--- src/rtl/bridge_pkg.sv ---
// Shared definitions for the Harvard-to-single-bus bridge: FSM state
// encoding, the full-word byte-enable constant and an address helper.
// No ports; imported by harvard_bus_bridge.
package bridge_pkg;

  typedef enum logic [2:0] {
    RESET_HOLD = 3'd0,
    IDLE       = 3'd1,
    IFETCH     = 3'd2,
    DREAD      = 3'd3,
    DWRITE     = 3'd4,
    STEP       = 3'd5,
    HALT       = 3'd6
  } state_e;

  // Every bus access is a full word; the CPU handles partial stores itself.
  localparam logic [3:0] BYTE_EN_ALL = 4'hF;

  // Word-align a byte address (drop the two byte-offset bits).
  function automatic logic [31:0] word_align(input logic [31:0] a);
    return a & 32'hFFFF_FFFC;
  endfunction

endpackage

--- src/rtl/reset_sync.sv ---
// Reset synchroniser: asserts asynchronously, deasserts after two clk edges.
// Latency: 2 cycles on deassertion, 0 on assertion. No backpressure.
// Ports: clk, rst_async_n (raw active-low reset), rst_sync_n (synchronised).
module reset_sync (
  input  logic clk,
  input  logic rst_async_n,
  output logic rst_sync_n
);

  logic [1:0] sync_q;

  always_ff @(posedge clk or negedge rst_async_n) begin
    if (!rst_async_n) begin
      sync_q <= 2'b00;
    end else begin
      sync_q <= {sync_q[0], 1'b1};
    end
  end

  assign rst_sync_n = sync_q[1];

endmodule

--- src/rtl/harvard_bus_bridge.sv ---
// Bridges a Harvard CPU (separate instr/data ports) onto one word-wide bus,
// stepping the CPU one clock at a time via cpu_clk_enable.
// Latency: instruction hit with no data access steps the CPU every 2 cycles.
// Backpressure: waitrequest holds the current access (bus outputs frozen),
// clk_enable low freezes FSM, latches and counters.
// Ports: clk/reset/clk_enable; CPU side instr_*, data_*, cpu_*; bus side
// address/read/write/writedata/byteenable out, waitrequest/readdata in.
module harvard_bus_bridge
  import bridge_pkg::*;
#(
  parameter int RST_HOLD = 2
) (
  input  logic        clk,
  input  logic        reset,
  input  logic        clk_enable,
  // CPU side
  input  logic [31:0] instr_address,
  input  logic [31:0] data_address,
  input  logic        data_read,
  input  logic        data_write,
  input  logic [31:0] data_writedata,
  input  logic        cpu_active,
  output logic [31:0] instr_readdata,
  output logic [31:0] data_readdata,
  output logic        cpu_clk_enable,
  output logic        cpu_reset,
  // Bus side
  output logic [31:0] address,
  output logic        read,
  output logic        write,
  output logic [31:0] writedata,
  output logic [3:0]  byteenable,
  input  logic        waitrequest,
  input  logic [31:0] readdata
);

  localparam logic [7:0] HOLD_CNT = 8'(RST_HOLD);

  logic rst_n;

  reset_sync u_reset_sync (
    .clk        (clk),
    .rst_async_n(reset),
    .rst_sync_n (rst_n)
  );

  state_e      state_q,     state_d;
  logic [7:0]  hold_cnt_q,  hold_cnt_d;
  logic [31:0] address_q,   address_d;
  logic        read_q,      read_d;
  logic        write_q,     write_d;
  logic [31:0] writedata_q, writedata_d;
  logic [31:0] instr_dat_q, instr_dat_d;
  logic [31:0] instr_tag_q, instr_tag_d;
  logic        instr_vld_q, instr_vld_d;
  logic [31:0] data_dat_q,  data_dat_d;
  logic        data_vld_q,  data_vld_d;

  // The synchronised reset asserts asynchronously, so a reset mid-transfer
  // drops read/write at once; only its release is delayed.
  always_ff @(posedge clk or negedge rst_n) begin
    if (!rst_n) begin
      state_q     <= RESET_HOLD;
      hold_cnt_q  <= 8'd0;
      address_q   <= 32'd0;
      read_q      <= 1'b0;
      write_q     <= 1'b0;
      writedata_q <= 32'd0;
      instr_dat_q <= 32'd0;
      instr_tag_q <= 32'd0;
      instr_vld_q <= 1'b0;
      data_dat_q  <= 32'd0;
      data_vld_q  <= 1'b0;
    end else if (clk_enable) begin
      state_q     <= state_d;
      hold_cnt_q  <= hold_cnt_d;
      address_q   <= address_d;
      read_q      <= read_d;
      write_q     <= write_d;
      writedata_q <= writedata_d;
      instr_dat_q <= instr_dat_d;
      instr_tag_q <= instr_tag_d;
      instr_vld_q <= instr_vld_d;
      data_dat_q  <= data_dat_d;
      data_vld_q  <= data_vld_d;
    end
  end

  // Bus strobes are registered and set on entry to an access state, so they
  // line up with state_q and stay put while waitrequest or clk_enable stall.
  always_comb begin
    state_d     = state_q;
    hold_cnt_d  = hold_cnt_q;
    address_d   = address_q;
    read_d      = read_q;
    write_d     = write_q;
    writedata_d = writedata_q;
    instr_dat_d = instr_dat_q;
    instr_tag_d = instr_tag_q;
    instr_vld_d = instr_vld_q;
    data_dat_d  = data_dat_q;
    data_vld_d  = data_vld_q;

    case (state_q)
      RESET_HOLD: begin
        if (hold_cnt_q == HOLD_CNT) begin
          state_d = IDLE;
        end else begin
          hold_cnt_d = hold_cnt_q + 8'd1;
        end
      end
      IDLE: begin
        if (!cpu_active) begin
          state_d = HALT;
        end else if (!instr_vld_q || (instr_tag_q != instr_address)) begin
          state_d   = IFETCH;
          address_d = word_align(instr_address);
          read_d    = 1'b1;
        end else if (data_read && !data_vld_q) begin
          state_d   = DREAD;
          address_d = word_align(data_address);
          read_d    = 1'b1;
        end else if (data_write) begin
          state_d     = DWRITE;
          address_d   = word_align(data_address);
          write_d     = 1'b1;
          writedata_d = data_writedata;
        end else begin
          state_d = STEP;
        end
      end
      IFETCH: begin
        if (!waitrequest) begin
          state_d     = IDLE;
          read_d      = 1'b0;
          instr_dat_d = readdata;
          instr_tag_d = instr_address;
          instr_vld_d = 1'b1;
        end
      end
      DREAD: begin
        if (!waitrequest) begin
          state_d    = IDLE;
          read_d     = 1'b0;
          data_dat_d = readdata;
          data_vld_d = 1'b1;
        end
      end
      DWRITE: begin
        if (!waitrequest) begin
          state_d = STEP;
          write_d = 1'b0;
        end
      end
      STEP: begin
        // A new CPU cycle may issue a different load, so the data word is stale.
        state_d    = IDLE;
        data_vld_d = 1'b0;
      end
      HALT: begin
        state_d = HALT;
      end
      default: begin
        state_d = RESET_HOLD;
      end
    endcase
  end

  assign cpu_reset      = (state_q == RESET_HOLD);
  assign cpu_clk_enable = ((state_q == RESET_HOLD) || (state_q == STEP)) && clk_enable;
  assign address        = address_q;
  assign read           = read_q;
  assign write          = write_q;
  assign writedata      = writedata_q;
  assign byteenable     = BYTE_EN_ALL;
  assign instr_readdata = instr_dat_q;
  assign data_readdata  = data_dat_q;

endmodule
--- config.mk ---
export PLATFORM = sky130hd
export DESIGN_NAME = harvard_bus_bridge
export DESIGN_NICKNAME = d
export VERILOG_FILES = /design/src/rtl/bridge_pkg.sv /design/src/rtl/reset_sync.sv /design/src/rtl/harvard_bus_bridge.sv
export SDC_FILE = /design/constraint.sdc
export NUM_CORES = 1
export LEC_CHECK = 0
export CORE_MARGIN = 2
export CORE_UTILIZATION = 40
export DETAILED_ROUTE_END_ITERATION = 10
export PLACE_DENSITY = 0.74
export SETUP_SLACK_MARGIN = 0.4
export SLEW_MARGIN = 20
export SYNTH_ARGS = -nofsm -noshare
export SYNTH_HDL_FRONTEND = slang
export SYNTH_SLANG_ARGS = --single-unit
export TNS_END_PERCENT = 10
--- constraint.sdc ---
create_clock -name clk -period 14.7 [get_ports clk]
set_clock_uncertainty 0.05 [all_clocks]
set_input_delay 2.94 -clock clk [delete_from_list [all_inputs] [get_ports clk]]
set_output_delay 2.94 -clock clk [all_outputs]
set_load 0.02 [all_outputs]
Word level (Yosys, flattened, before mapping) --
Cells that the tools add are included.
Operators by class: bitwise logic cells 4, muxes and demuxes 23, reductions and logical operators 21, equality and inequality tests 17, add/sub/neg operators 1
Operators by type and width (number):
- $mux W32 | 3
- $ne A32 B32 Y1 | 1
- $mux W3 | 6
- $pmux W3 S6 | 1
- $ne A2 B2 Y1 const B | 7
- $reduce_and A3 Y1 | 4
- $mux W1 | 10
- $eq A3 B3 Y1 const B | 3
- $add A8 B1 Y8 const B | 1
- $eq A8 B2 Y1 const B | 1
- $reduce_and A4 Y1 | 2
- $reduce_and A7 Y1 | 1
- $eq A3 B2 Y1 const B | 2
- $pmux W1 S2 | 3
- $reduce_and A6 Y1 | 1
- $reduce_bool A2 Y1 | 3
- $reduce_and A5 Y1 | 1
- $not A1 Y1 | 4
- $eq A3 B1 Y1 const B | 1
- $logic_not A3 Y1 | 1
- $ne A3 B3 Y1 const B | 1
- $reduce_bool A3 Y1 | 1
- $logic_and A1 B1 Y1 | 2
- $logic_not A1 Y1 | 2
- 3 further kinds | 4
Storage, ports and cells: output and inout bits 136, bits of input ports 135, register bits after elaboration 177, logic and storage cells 78

Logic depth before layout (Yosys ltp) --
depth in word-level cells 6, mapped depth 8, gate-level depth less buffers 7

By module --
Synthesis repeated with hierarchy kept, for this count alone.
Second synthesis, totals: cell total of the unflattened synthesis 596, area, all modules 7548.5 sq um
Modules (own cells, without submodules):
- harvard_bus_bridge | times used 1, cells each 593, area an instance 7494.7 sq um, sequential area each 4329.2 sq um
- reset_sync | times used 1, cells each 3, area an instance 53.8 sq um, sequential area each 50.0 sq um

Worst setup path before layout --
Ideal clock, no wire load.
path type input to output, start in clk_enable, end out cpu_clk_enable, buffers on the path 0, path slack 8.229 ns, required time 11.710 ns, arrival time 3.481 ns, cell stages on the path 2, cell sequence inv_1 nor3_1
Between the ends: word-level cells in the longest chain between the ends 1
Ends and longest elaborated chain:
- start, declared | RTL line harvard_bus_bridge.sv:15 | input logic clk_enable,
- $logic_and A1 B1 Y1 | RTL line harvard_bus_bridge.sv:170 | assign cpu_clk_enable = ((state_q == RESET_HOLD) || (state_q == STEP)) && clk_enable;
- end, declared | RTL line harvard_bus_bridge.sv:25 | output logic cpu_clk_enable,
Every way passes these cells.

Worst setup path in the final report --
Ends and elaborated chain as after synthesis.

==> out/qor.yml <==
drt_iter0_drc: 225
met3_usage: 0.0528
crit_type: "in2out"
async_flop_share: 1.00
hold_depth: 0
cts_sinks: 175
start_util: 0.408
hold_buffers: 0
io_buffers: 262
synth_warnings: 0
whs_ns: 0.303
gr-usage-met2: 0.302
ys_seq_elements: 175
syn_area_sq_um: 7650
slew_headroom: 0.315
htreeDepth: 4
io_pins: 271
p_total_uw: 2060
via_count: 5505
finalCritPeriodShare: 0.507
worst_r2r_path_depth: 6
antenna_left: 0
fp.coreArea_sq_um: 18800
fin_tns_setup_ns: 0
r2r-start: "instr_tag_q[5]"
root_buffer: "clkbuf_16"
place_area_sq_um: 10400
critPathArrivalTime_ns: 4.46
max_stage_delay_ns: 0.62
fillCellCount: 1542
setup_viol: 0
crit_cells: 4
final_area_sq_um: 11000
worstSetupStartpoint: "clk_enable"
antenna_found_initial: 1
rsz0062_at_grt: "no"
crit_path_end_kind: "output port"
syn-instance-count: 593
critPathBufInv: 3
period_minus_slack_ns: 7.45
cp.required_ns: 11.71
routed_wl_um: 18800
post_drt_wl_per_cell_um: 17.2
globalplace.congestion: 0.810
max_freq_mhz: 134
maxCapViolations: 0
cts_tree: "built"
path_clk_slew_ns: 0.07
hold_viol: 0
power_density_nw_per_um2: 187
num_rows: 50
ys_seq_area_frac: 0.572
cp-start-kind: "input pin"
grt_use_met1: 0.250
avgSynthCellArea_sq_um: 12.9
drtPass1Iterations: 4
die-area_sq_um: 20300
dieHeight_um: 142
drive_above_1_share: 0.240
crit_top_cell: "clkdlybuf4s50_1"
multiInputGateArea_sq_um: 3050
path_delay_family: "buffers and inverters"
hold_start: "u_reset_sync.sync_q[0]"
nets: 981
cts_resized: 0
grt_start_max_net_pins: 68
viasPerCell: 5.04
drc: 0
first_global_vias: 5704
cpMaxStageDelayCell: "clkdlybuf4s50_1"
grt.busiest_layer: "met2"
die_x_um: 142
path_max_fanout: 7
seq_area_sq_um: 4380
status: "finished, final reports clean"
ys_types: 41
synth_edf_count: 0
area_growth_pct: 44.3
slew_violations: 0
crit_chain: "clkdlybuf4s50_1, inv_1, nor3_1, clkdlybuf4s50_1"
grt_use_total: 0.190
post_cts_buffers: 0
vdd_drop_max_v: 0.000116
grt_pass1_wl_um: 30100
numCtsBuffers: 17
synth-main-ff-cell: "dfrtp_1"
leakage_uw: 0.00481
worst_pin_slew_ns: 1.03
cts_buffer_depth: 2
hold_class: "reg2reg"
final_util: 0.588
insertion_delay_ns: 0.42
gr-total-overflow: 0
dpl.hpwl_um: 13000
flip-flops by register name, indices dropped and copies added, names as in the netlist:
register / cells
instr_tag_q: 32
read: 1
address: 30
data_vld_q: 1
data_readdata: 32
hold_cnt_q: 8
write: 1
state_q: 3
u_reset_sync.sync_q: 2
instr_vld_q: 1
writedata: 32
instr_readdata: 32
cell usage after synthesis, types with 2 or more instances:
library cell	number	area share
xor2_1	7	0.0080
ha_1	2	0.0033
nor2_1	38	0.019
or4b_2	2	0.0026
or2_2	2	0.0016
buf_1	4	0.0020
buf_4	7	0.0069
buf_6	6	0.0088
a211o_2	30	0.039
buf_2	4	0.0026
nand2_1	15	0.0074
inv_1	6	0.0029
a21oi_1	2	0.0013
nand4_1	13	0.011
and2_1	2	0.0016
xnor2_1	32	0.037
dfrtp_1	175	0.57
conb_1	2	0.00098
mux2_2	127	0.19
o21ai_0	7	0.0046
nor3_1	5	0.0033
and3_1	31	0.025
clkbuf_1	21	0.010
nand3_1	36	0.024
report_power, final:
part / leakage (uW) / internal (uW) / switching (uW)
clock: 0.000292 / 276 / 197
combinational: 0.00232 / 443 / 367
sequential: 0.00220 / 665 / 115
total: 0.00481 / 1380 / 679
layout make-up:
| cell class | count | area share |
|---|---|---|
| Sequential cell | 175 | 0.397 |
| Multi-Input combinational cell | 375 | 0.276 |
| Timing Repair Buffer | 269 | 0.242 |
| Clock buffer | 19 | 0.0401 |
| Tap cell | 234 | 0.0265 |
| Clock inverter | 13 | 0.0157 |
| Inverter | 6 | 0.00204 |
| Antenna cell | 1 | 0.000227 |
worst reg2reg max path, cell delays in order, from the launching register on:
cell	delay, ns
dfrtp_1	0.39
xnor2_1	0.28
nand4_1	0.13
or4b_2	0.62
nor4_1	0.66
a31o_2	0.74
a211o_2	0.27
cell families (layout without fill, tap and decap cells):
| group | after synthesis | after routing | share of synthesized area |
|---|---|---|---|
| compound gates | 46 | 46 | 0.0526 |
| xor+xnor | 39 | 39 | 0.0446 |
| fa+ha+maj | 2 | 2 | 0.00327 |
| buf+inv | 48 | 307 | 0.0335 |
| flops | 175 | 175 | 0.572 |
| mux | 127 | 127 | 0.187 |
| other cells | 2 | 8 | 0.000981 |
| simple gates | 154 | 154 | 0.106 |
layer usage:
metal,up-vias,wire (um)
li1,2601,-
met1,2713,8110
met3,23,1190
met4,0,390
met2,168,9080
met5,-,0
stage by stage:
step	std cells	worst slack, ns
after CTS	1091	7.25
after global placement	1059	7.24
after detailed placement	1059	7.26
after floorplan	598	8.23
after global routing	1092	7.15
final	1092	7.25
layout by cell type (no fill, tap or decap), types with 3 or more instances in the layout:
cell type        count
and3_1              31
mux2_2             127
dfrtp_1            174
bufinv_16            3
inv_1                6
xor2_1               7
conb_1               7
nand2_1             15
nor2_1              37
nand4_1             13
a211o_2             30
o21ai_0              7
clkbuf_16           17
clkinvlp_4           3
xnor2_1             32
nand3_1             36
inv_6                5
nor3_1               5
clkdlybuf4s50_1    262
buf_4                7
path summary, 6_finish.rpt:
check	slack [ns]	to
min in group asynchronous	0.39	writedata[9]
setup / recovery	7.25	cpu_clk_enable
max in group asynchronous	11.84	u_reset_sync.sync_q[1]
hold / removal	0.30	u_reset_sync.sync_q[1]
hold reg to reg	0.30	u_reset_sync.sync_q[1]
setup reg to reg	11.51	address[23]
(Power assumes the default switching activity.)
